===== config.mk =====
export PLATFORM = sky130hd
export DESIGN_NAME = mem_bus_arbiter_flat
export DESIGN_NICKNAME = d
export VERILOG_FILES = /design/src/rtl/mem_bus_arbiter_if.sv /design/src/rtl/mem_bus_arbiter.sv /design/src/flat_wrapper.sv
export SDC_FILE = /design/constraint.sdc
export NUM_CORES = 1
export LEC_CHECK = 0
export ABC_AREA = 1
export CORE_MARGIN = 10
export CORE_UTILIZATION = 37
export DETAILED_ROUTE_END_ITERATION = 7
export PLACE_DENSITY = 0.76
export SYNTH_ARGS = -nofsm -noshare
export SYNTH_HDL_FRONTEND = slang
export SYNTH_SLANG_ARGS = --single-unit

===== constraint.sdc =====
create_clock -name clk -period 1.4 [get_ports clk]
set_clock_uncertainty 0.15 [all_clocks]
set_input_delay 0.28 -clock clk [delete_from_list [all_inputs] [get_ports clk]]
set_output_delay 0.28 -clock clk [all_outputs]
set_load 0.02 [all_outputs]

===== src/rtl/mem_bus_arbiter_if.sv =====
// Shared-memory bus bundle for mem_bus_arbiter: two requesting masters,
// the memory-side strobes and the busy status. The slave modport is the
// arbiter's view; the master modport is the view of whatever drives it.
interface mem_bus_arbiter_if #(
    parameter int AW = 16,
    parameter int DW = 16
);
    logic          m0_req;
    logic          m0_wr;
    logic [AW-1:0] m0_addr;
    logic [DW-1:0] m0_wdata;
    logic          m0_ack;
    logic [DW-1:0] m0_rdata;

    logic          m1_req;
    logic          m1_wr;
    logic [AW-1:0] m1_addr;
    logic [DW-1:0] m1_wdata;
    logic          m1_ack;
    logic [DW-1:0] m1_rdata;

    logic [AW-1:0] Abus;
    logic [DW-1:0] Dbusout;
    logic [DW-1:0] Dbusin;
    logic          memrd;
    logic          memwr;
    logic          busy;

    modport slave (
        input  m0_req, m0_wr, m0_addr, m0_wdata,
        input  m1_req, m1_wr, m1_addr, m1_wdata,
        input  Dbusin,
        output m0_ack, m0_rdata, m1_ack, m1_rdata,
        output Abus, Dbusout, memrd, memwr, busy
    );

    modport master (
        output m0_req, m0_wr, m0_addr, m0_wdata,
        output m1_req, m1_wr, m1_addr, m1_wdata,
        output Dbusin,
        input  m0_ack, m0_rdata, m1_ack, m1_rdata,
        input  Abus, Dbusout, memrd, memwr, busy
    );
endinterface


===== src/rtl/mem_bus_arbiter.sv =====
// Round-robin arbiter and fixed-length access sequencer for the single
// shared memory bus. Each granted access holds its strobe for MEM_LAT
// cycles, then the owner gets a one-cycle ack with registered read data.
module mem_bus_arbiter #(
    parameter int AW      = 16,
    parameter int DW      = 16,
    parameter int MEM_LAT = 2
) (
    input  logic               clk,
    input  logic               rst,
    mem_bus_arbiter_if.slave   bus
);
    typedef enum logic [1:0] {
        IDLE   = 2'd0,
        ACCESS = 2'd1,
        ACK    = 2'd2
    } state_t;

    localparam logic [3:0] CNT_INIT = 4'(MEM_LAT - 1);

    state_t        state_q, state_d;
    logic          last_q, last_d;
    logic [3:0]    cnt_q, cnt_d;
    logic          owner_q, owner_d;
    logic          wr_q, wr_d;
    logic [AW-1:0] addr_q, addr_d;
    logic [DW-1:0] wdata_q, wdata_d;

    logic          m0_ack_q, m0_ack_d;
    logic          m1_ack_q, m1_ack_d;
    logic [DW-1:0] m0_rdata_q, m0_rdata_d;
    logic [DW-1:0] m1_rdata_q, m1_rdata_d;
    logic [AW-1:0] abus_q, abus_d;
    logic [DW-1:0] dbusout_q, dbusout_d;
    logic          memrd_q, memrd_d;
    logic          memwr_q, memwr_d;
    logic          busy_q, busy_d;

    logic          req_any;
    logic          grant_m1;
    logic          sel_wr;
    logic [AW-1:0] sel_addr;
    logic [DW-1:0] sel_wdata;

    // Pick the winner among current requests; on a tie the master not served last wins.
    always_comb begin
        req_any   = bus.m0_req | bus.m1_req;
        grant_m1  = (bus.m0_req & bus.m1_req) ? ~last_q : bus.m1_req;
        sel_wr    = grant_m1 ? bus.m1_wr    : bus.m0_wr;
        sel_addr  = grant_m1 ? bus.m1_addr  : bus.m0_addr;
        sel_wdata = grant_m1 ? bus.m1_wdata : bus.m0_wdata;
    end

    // Next-state and next-output logic for the IDLE/ACCESS/ACK sequence.
    always_comb begin
        state_d    = state_q;
        last_d     = last_q;
        cnt_d      = cnt_q;
        owner_d    = owner_q;
        wr_d       = wr_q;
        addr_d     = addr_q;
        wdata_d    = wdata_q;
        m0_ack_d   = 1'b0;
        m1_ack_d   = 1'b0;
        m0_rdata_d = m0_rdata_q;
        m1_rdata_d = m1_rdata_q;
        abus_d     = abus_q;
        dbusout_d  = dbusout_q;
        memrd_d    = memrd_q;
        memwr_d    = memwr_q;
        busy_d     = busy_q;

        case (state_q)
            IDLE: begin
                if (req_any) begin
                    owner_d   = grant_m1;
                    wr_d      = sel_wr;
                    addr_d    = sel_addr;
                    wdata_d   = sel_wdata;
                    cnt_d     = CNT_INIT;
                    abus_d    = sel_addr;
                    dbusout_d = sel_wr ? sel_wdata : '0;
                    memrd_d   = ~sel_wr;
                    memwr_d   = sel_wr;
                    busy_d    = 1'b1;
                    state_d   = ACCESS;
                end
            end
            ACCESS: begin
                if (cnt_q == 4'd0) begin
                    if (!wr_q) begin
                        if (owner_q) m1_rdata_d = bus.Dbusin;
                        else         m0_rdata_d = bus.Dbusin;
                    end
                    m0_ack_d  = ~owner_q;
                    m1_ack_d  = owner_q;
                    abus_d    = '0;
                    dbusout_d = '0;
                    memrd_d   = 1'b0;
                    memwr_d   = 1'b0;
                    state_d   = ACK;
                end else begin
                    cnt_d = cnt_q - 4'd1;
                end
            end
            ACK: begin
                last_d  = owner_q;
                busy_d  = 1'b0;
                state_d = IDLE;
            end
            default: begin
                state_d = IDLE;
            end
        endcase
    end

    // All state and outputs are registered; reset drops any in-flight access.
    always_ff @(posedge clk) begin
        if (rst) begin
            state_q    <= IDLE;
            last_q     <= 1'b1;
            cnt_q      <= 4'd0;
            owner_q    <= 1'b0;
            wr_q       <= 1'b0;
            addr_q     <= '0;
            wdata_q    <= '0;
            m0_ack_q   <= 1'b0;
            m1_ack_q   <= 1'b0;
            m0_rdata_q <= '0;
            m1_rdata_q <= '0;
            abus_q     <= '0;
            dbusout_q  <= '0;
            memrd_q    <= 1'b0;
            memwr_q    <= 1'b0;
            busy_q     <= 1'b0;
        end else begin
            state_q    <= state_d;
            last_q     <= last_d;
            cnt_q      <= cnt_d;
            owner_q    <= owner_d;
            wr_q       <= wr_d;
            addr_q     <= addr_d;
            wdata_q    <= wdata_d;
            m0_ack_q   <= m0_ack_d;
            m1_ack_q   <= m1_ack_d;
            m0_rdata_q <= m0_rdata_d;
            m1_rdata_q <= m1_rdata_d;
            abus_q     <= abus_d;
            dbusout_q  <= dbusout_d;
            memrd_q    <= memrd_d;
            memwr_q    <= memwr_d;
            busy_q     <= busy_d;
        end
    end

    assign bus.m0_ack   = m0_ack_q;
    assign bus.m1_ack   = m1_ack_q;
    assign bus.m0_rdata = m0_rdata_q;
    assign bus.m1_rdata = m1_rdata_q;
    assign bus.Abus     = abus_q;
    assign bus.Dbusout  = dbusout_q;
    assign bus.memrd    = memrd_q;
    assign bus.memwr    = memwr_q;
    assign bus.busy     = busy_q;
endmodule

===== src/flat_wrapper.sv =====
// flat-port wrapper written by rule: the top's interface ports become plain ports
module mem_bus_arbiter_flat 
#(
    parameter int AW      = 16,
    parameter int DW      = 16,
    parameter int MEM_LAT = 2
)
  (clk, rst, bus_m0_req, bus_m0_wr, bus_m0_addr, bus_m0_wdata, bus_m1_req, bus_m1_wr, bus_m1_addr, bus_m1_wdata, bus_Dbusin, bus_m0_ack, bus_m0_rdata, bus_m1_ack, bus_m1_rdata, bus_Abus, bus_Dbusout, bus_memrd, bus_memwr, bus_busy);
  mem_bus_arbiter_if #(.AW(AW), .DW(DW)) bus_i ();
  input  logic clk;
  input  logic rst;
  input wire logic [$bits(bus_i.m0_req)-1:0] bus_m0_req;
  input wire logic [$bits(bus_i.m0_wr)-1:0] bus_m0_wr;
  input wire logic [$bits(bus_i.m0_addr)-1:0] bus_m0_addr;
  input wire logic [$bits(bus_i.m0_wdata)-1:0] bus_m0_wdata;
  input wire logic [$bits(bus_i.m1_req)-1:0] bus_m1_req;
  input wire logic [$bits(bus_i.m1_wr)-1:0] bus_m1_wr;
  input wire logic [$bits(bus_i.m1_addr)-1:0] bus_m1_addr;
  input wire logic [$bits(bus_i.m1_wdata)-1:0] bus_m1_wdata;
  input wire logic [$bits(bus_i.Dbusin)-1:0] bus_Dbusin;
  output wire logic [$bits(bus_i.m0_ack)-1:0] bus_m0_ack;
  output wire logic [$bits(bus_i.m0_rdata)-1:0] bus_m0_rdata;
  output wire logic [$bits(bus_i.m1_ack)-1:0] bus_m1_ack;
  output wire logic [$bits(bus_i.m1_rdata)-1:0] bus_m1_rdata;
  output wire logic [$bits(bus_i.Abus)-1:0] bus_Abus;
  output wire logic [$bits(bus_i.Dbusout)-1:0] bus_Dbusout;
  output wire logic [$bits(bus_i.memrd)-1:0] bus_memrd;
  output wire logic [$bits(bus_i.memwr)-1:0] bus_memwr;
  output wire logic [$bits(bus_i.busy)-1:0] bus_busy;
  assign bus_i.m0_req = bus_m0_req;
  assign bus_i.m0_wr = bus_m0_wr;
  assign bus_i.m0_addr = bus_m0_addr;
  assign bus_i.m0_wdata = bus_m0_wdata;
  assign bus_i.m1_req = bus_m1_req;
  assign bus_i.m1_wr = bus_m1_wr;
  assign bus_i.m1_addr = bus_m1_addr;
  assign bus_i.m1_wdata = bus_m1_wdata;
  assign bus_i.Dbusin = bus_Dbusin;
  assign bus_m0_ack = bus_i.m0_ack;
  assign bus_m0_rdata = bus_i.m0_rdata;
  assign bus_m1_ack = bus_i.m1_ack;
  assign bus_m1_rdata = bus_i.m1_rdata;
  assign bus_Abus = bus_i.Abus;
  assign bus_Dbusout = bus_i.Dbusout;
  assign bus_memrd = bus_i.memrd;
  assign bus_memwr = bus_i.memwr;
  assign bus_busy = bus_i.busy;
  mem_bus_arbiter #(.AW(AW), .DW(DW), .MEM_LAT(MEM_LAT)) u_core (.clk(clk), .rst(rst), .bus(bus_i));
endmodule

=== Word-level counts from Yosys, hierarchy flattened ===
Index checks and enable logic that the tools add are counted.

* $add $sub $neg: 1
* Equal/unequal tests: 5
* Muxes and demuxes: 23
* Bitwise operators: 8
* Reduce and logical (&&, ||, !) cells: 12

{| class="wikitable"
|+ Operators by type and width
! kind !! count
|-
| 2-to-1 mux 16 bit || 6
|-
| one-hot mux 16 bit (2 select lines) || 2
|-
| 2-to-1 mux 4 bit || 2
|-
| one-hot mux 4 bit (2 select lines) || 1
|-
| AND reduction 4 bit || 2
|-
| 2-to-1 mux 1 bit || 6
|-
| inverter 1 bit || 6
|-
| one-hot mux 1 bit (2 select lines) || 3
|-
| AND reduction 2 bit || 3
|-
| AND reduction 3 bit || 2
|-
| logical NOT 4 bit || 1
|-
| 2-to-1 mux 2 bit || 2
|-
| != test 2 x 1 -> 1 bit, second input constant || 2
|-
| one-hot mux 2 bit (2 select lines) || 1
|-
| nonzero test 2 bit || 2
|-
| subtractor 4 x 1 -> 4 bit, second input constant || 1
|-
| OR reduction 3 bit || 1
|-
| equality test 2 x 1 -> 1 bit, second input constant || 1
|-
| equality test 2 bit, second input constant || 1
|-
| logical NOT 2 bit || 1
|-
| != test 2 bit, second input constant || 1
|-
| bitwise AND 1 bit || 1
|-
| OR 1 bit || 1
|}

* Flip-flop bits (word level): 78
* Bits of input ports: 86
* Output and inout bits: 69
* Logic and storage cells: 63

=== Logic depth before layout (Yosys ltp) ===
Gate-level depths: netlist (run 1).

* Word-level depth: 6
* Gate-level depth with buffers: 9
* Mapped depth without buffers: 9

=== Least setup slack after synthesis (run 1) ===
Ideal clock, no wire load.

* Path kind: register to register
* Start point: register u_core.cnt_q[0]
* End point: register u_core.m0_rdata_q[0], in the netlist u_core.bus.m0_rdata[0]
* Setup time: 116 ps
* Arrival: 1189 ps
* Required time: 1134 ps
* Setup slack: -55 ps
* Cell stages (with the launch flop): 10
* Path buffers: 1
* Clock period less this slack: 1455 ps
* Cells stage by stage: dfxtp_1 inv_1 ha_1 nand2_2 nor2_4 nand2_4 clkinv_2 buf_6 nor2_1 nor2_1

* Cells in the longest elaborated chain, start to end: 2

{| class="wikitable"
|+ Ends and longest elaborated chain
! what !! RTL line !! RTL
|-
| start, declared || mem_bus_arbiter.sv:23 || <nowiki>logic [3:0] cnt_q, cnt_d;</nowiki>
|-
| start signal, assigned || mem_bus_arbiter.sv:139 || <nowiki>cnt_q <= cnt_d;</nowiki>
|-
| logical NOT 4 bit || mem_bus_arbiter.sv:90 || <nowiki>if (cnt_q == 4'd0) begin</nowiki>
|-
| AND reduction 4 bit (no line) || - ||
|-
| end signal, assigned || mem_bus_arbiter.sv:146 || <nowiki>m0_rdata_q <= m0_rdata_d;</nowiki>
|-
| end, declared || mem_bus_arbiter.sv:31 || <nowiki>logic [DW-1:0] m0_rdata_q, m0_rdata_d;</nowiki>
|}

Every way passes these cells.
A chain may end at the register's enable or synchronous reset.

=== Worst setup path after layout (run 1) ===
* Start point: register u_core.cnt_q[0]
* End point: register u_core.m0_rdata_q[12], in the netlist u_core.bus.m0_rdata[12]

Same word-level chain as after synthesis.

==> results, run 1 <==
- Power spread over the standard cell area amounts to 1170 nW/um^2.
- The width of the die is 116 microns.
- After Yosys synthesis, XOR and XNOR cells account for 0% of the synthesized area.
- The highest net fanout along the worst path is 17.
- The first TritonRoute pass finished after 4 iterations.
- For this configuration, the core starts out at a cell density of between 30 and 40%.
- The total power of the final layout is around 6.2 mW.
- The post-synthesis mux area share is 0%.
- The unique cell type count in the Yosys netlist is 24.
- The clock tree from TritonCTS is done.
- The leakage power is 2.58 nW.
- The post-synthesis average cell area is between 7 and 8 sq um.
- The residual DRC count is 0.
- The delay of the slowest cell on the worst path is 330 ps.
- The checks that failed: negative setup slack.
- The run finished, with violations left.
- The number of synthesized register bits is 78.
- The worst setup path is of the reg -> reg kind.
- Walking the worst path, the cells encountered are inv_2 -> ha_4 -> nand2_4 -> nor2_4 -> nand2_8 -> o21ai_0 -> nor2_1.
- Setup violations remaining at the end of the flow were counted as 66.
- The nature of the critical path startpoint is a flip-flop.
- The worst-skew pair later-pin latency is approximately 340 ps.
- The largest net degree at the start of global routing is a little under 50.
- During synthesis, Yosys emitted a total of 0 warnings.
- The die is 116 microns tall.
- The synthesized netlist devotes between 30% and 40% of its cell area to simple gates.
- Static timing analysis puts the maximum clock frequency at 682 MHz.
- The number of buffers and inverters on the critical path is 1.
- The post-synthesis compound-gate area fraction is 9.89%.
- Row generation in the floorplan step produced 34 rows.
- In the final design database the tool counted approximately 740 nets.
- Counting I/O delays and the setup requirement, the final critical path takes ~1500 ps.
- The number of pins with negative max-slew slack in the final report is 0.
- The synthesized area is between 3000 and 4000 sq um.
- Setup repair after global routing could not meet its margin everywhere.
- The number of instances in the synthesized netlist is 482.
- The kind of path behind the tightest hold check is reg -> reg.
- The worst slew margin relative to its limit is between 70% and 80%.
- The arrival time of the worst setup path is between 1500 and 2000 ps.
- The peak ir drop on the vdd network is 0.527 mV.
- The clock transition at the registers of the reported paths is 80 ps.
- The cell sitting at the root of the clock tree is a sky130_fd_sc_hd__clkbuf_8.
- Global routing used 15.6% of the available tracks.
- After Yosys synthesis, full adders, half adders and majority gates account for 0.738% of the synthesized area.
- The sum of routed wire length over all layers is about 11 mm.
- The worst endpoint required time is between 1000 and 1500 ps.
- The clock passes through at most 2 buffers.
- In this run the count of I/O pins placed on the die edge is about 160.
- The HPWL reported at the end of detailed placement is 8.28 mm.
- Dividing the final minimum period by the clock period gives 105%.
- CTS saw 78 sinks.
- The count of nets left with antenna violations once routing finished came out at 0.
- Across the run, the number of max-cap violations was 0.
- The region available for standard cell placement spans 8810 sq um.
- The placer's final routability congestion estimate is 0.812.
- The number of buffers inserted by port buffering is 154.
- The number of CTS-inserted buffers is 9.
- On the critical path, the stage with the largest delay is an instance of sky130_fd_sc_hd__dfxtp_2.
- Relative to the synthesized area, the layout overhead comes to 56.8%.
- The area of the die is 13400 sq um.
- The detailed-route vias per instance is 4.70.
- Global routing finished with a remaining overflow of 0.
- The worst setup margin is -66.8 ps.
- The slew at the pin closest to its max-slew limit is 335 ps.
- The number of antenna cells inserted is 0.
- The global-route wire length before repair is 16.8 mm.
- The average wire length per cell after detail routing is 15.0 microns.
- The filler cell count in the final layout is about 810.
- The clock tree synthesis step divided the H-tree into 3 levels.
- The number of global-route vias before repair came to 3488.
- Cells with a size suffix above 1 make up 25.6% of the layout.
- Sequential elements use 46.1% of the synthesized area.
- The post-synthesis net count is 570.
- The worst-case setup slack after placement is -519 ps.
- On the critical path the largest part of the delay comes from simple AND/OR/NAND/NOR gates.
- The nature of the critical path endpoint is a flip-flop.
- The combinational family with the most area after synthesis is simple AND/OR/NAND/NOR gates.
- The first routing iteration left 215 violations.
- Summing over every cut layer, the via total after detailed routing is around 3600.
- After clock tree synthesis, the flow added hold-fix buffers numbering 0.
- The number of antenna violations at the first check in global routing was 0.
- The total count of hold-check failures in the final report is 0.
[worst reg2reg max path, cell delays in order (launching register included)]
cell	delay (ps)
sky130_fd_sc_hd__dfxtp_2	330
sky130_fd_sc_hd__inv_2	70
sky130_fd_sc_hd__ha_4	140
sky130_fd_sc_hd__nand2_4	60
sky130_fd_sc_hd__nor2_4	210
sky130_fd_sc_hd__nand2_8	170
sky130_fd_sc_hd__o21ai_0	180
sky130_fd_sc_hd__nor2_1	50
[kinds of logic (layout without fill, tap and decap cells)]
group / after synthesis / count (layout)
AO/OA/AOI/OAI: 58 / 58
adder cells (fa/ha/maj): 2 / 2
buffers and inverters: 74 / 247
flip-flops: 78 / 78
AND/OR/NAND/NOR: 270 / 270
[cell usage after synthesis, drive strengths merged]
| cell | n | area (sq um) |
|---|---|---|
| o211ai | 17 | 128 |
| clkbuf | 2 | 7.51 |
| nor3 | 4 | 31.3 |
| nor2 | 80 | 338 |
| o21ai | 20 | 100 |
| inv | 46 | 173 |
| dfxtp | 78 | 1560 |
| o31ai | 1 | 7.51 |
| buf | 25 | 161 |
| nand3 | 34 | 170 |
| a21oi | 20 | 100 |
| clkinv | 1 | 5.00 |
| ha | 2 | 25.0 |
| nand2 | 152 | 583 |
[cell type report]
cell class / count / area, sq um / area share [%]
multi-input cells: 330 / 1660 / 31.2
repair buffers: 184 / 1600 / 30.1
flip-flops and latches: 78 / 1570 / 29.5
inverters: 47 / 189 / 3.55
well taps: 108 / 135 / 2.54
clock buffers: 10 / 128 / 2.40
clock inverters: 6 / 38.8 / 0.729
[cells in the final DEF (no fill, tap or decap), types with 3 or more instances in the layout]
| cell type | netlist | final |
|---|---|---|
| sky130_fd_sc_hd__a21oi_1 | 20 | 7 |
| sky130_fd_sc_hd__a21oi_2 | 0 | 13 |
| sky130_fd_sc_hd__buf_12 | 0 | 5 |
| sky130_fd_sc_hd__buf_2 | 15 | 58 |
| sky130_fd_sc_hd__buf_4 | 3 | 23 |
| sky130_fd_sc_hd__buf_6 | 5 | 4 |
| sky130_fd_sc_hd__clkbuf_8 | 0 | 9 |
| sky130_fd_sc_hd__clkdlybuf4s15_2 | 0 | 6 |
| sky130_fd_sc_hd__clkdlybuf4s50_1 | 0 | 83 |
| sky130_fd_sc_hd__clkinv_2 | 1 | 3 |
| sky130_fd_sc_hd__dfxtp_1 | 78 | 74 |
| sky130_fd_sc_hd__dfxtp_2 | 0 | 3 |
| sky130_fd_sc_hd__inv_1 | 44 | 39 |
| sky130_fd_sc_hd__inv_2 | 2 | 6 |
| sky130_fd_sc_hd__nand2_1 | 149 | 140 |
| sky130_fd_sc_hd__nand2_2 | 2 | 4 |
| sky130_fd_sc_hd__nand2_4 | 1 | 7 |
| sky130_fd_sc_hd__nand3_1 | 34 | 30 |
| sky130_fd_sc_hd__nand3_2 | 0 | 4 |
| sky130_fd_sc_hd__nor2_1 | 73 | 72 |
| sky130_fd_sc_hd__nor2_2 | 3 | 3 |
| sky130_fd_sc_hd__nor2_4 | 4 | 5 |
| sky130_fd_sc_hd__o211ai_1 | 17 | 17 |
| sky130_fd_sc_hd__o21ai_0 | 15 | 6 |
| sky130_fd_sc_hd__o21ai_1 | 5 | 13 |
[sequential cells by signal, indices dropped and copies added, names as in the netlist]
register             count
u_core.bus.Abus         16
u_core.bus.Dbusout      16
u_core.bus.m0_rdata     16
u_core.bus.m1_rdata     16
u_core.cnt_q             4
u_core.state_q           2
u_core.bus.busy          1
u_core.bus.m0_ack        1
u_core.bus.m1_ack        1
u_core.bus.memrd         1
u_core.bus.memwr         1
u_core.last_q            1
u_core.owner_q           1
u_core.wr_q              1
[power breakdown]
| part | internal [mW] | leakage, nW | switching, mW |
|---|---|---|---|
| logic | 0.927 | 1.85 | 1.21 |
| clock network | 0.638 | 0.0820 | 0.842 |
| registers | 2.47 | 0.639 | 0.146 |
| total | 4.03 | 2.58 | 2.20 |
[metrics by stage]
stage / hold WS [ps] / util (%) / setup TNS [ps] / std cells / area [sq um]
CTS: 313 / 61.1 / -1670 / 760 / 5380
finish: 311 / 60.4 / -1960 / 763 / 5320
global placement: 297 / 57.9 / -18060 / 737 / 5100
detailed placement: 303 / 57.9 / -20600 / 737 / 5100
global route: 328 / 60.4 / -7150 / 763 / 5320
floorplan: 275 / - / 0 / 482 / 3400
[routing by layer]
metal,up-vias,part of all wire [%],track usage (%)
met1,1604,42,17.2
met5,-,0,0
met3,16,9.3,6.93
met4,0,1.8,3.42
met2,129,47,27.1
li1,1840,-,-
[worst paths after layout]
check                           from                 endpoint  slack, ps  depth (start not counted)
setup reg to reg     u_core.cnt_q[0]  u_core.bus.m0_rdata[12]        -70                          7
setup / recovery     u_core.cnt_q[0]  u_core.bus.m0_rdata[12]        -70                          7
hold reg to reg   u_core.bus.Abus[9]       u_core.bus.Abus[9]        310                          2
hold / removal    u_core.bus.Abus[9]       u_core.bus.Abus[9]        310                          2
[timing repair]
item	4_1_cts	5_1_grt
resized for setup	242	90
buffers inserted	6	2
cloned	1	2
setup endpoints to repair	135	114
pin swaps	8	16
Note: power is estimated with default switching activity, not from simulation.
==> run 2: changes to the inputs <==
Settings changed: CTS_CLUSTER_SIZE set to 10.
==> results of run 2 <==
No change in the layout: final DEF, timing and power equal those of run 1.
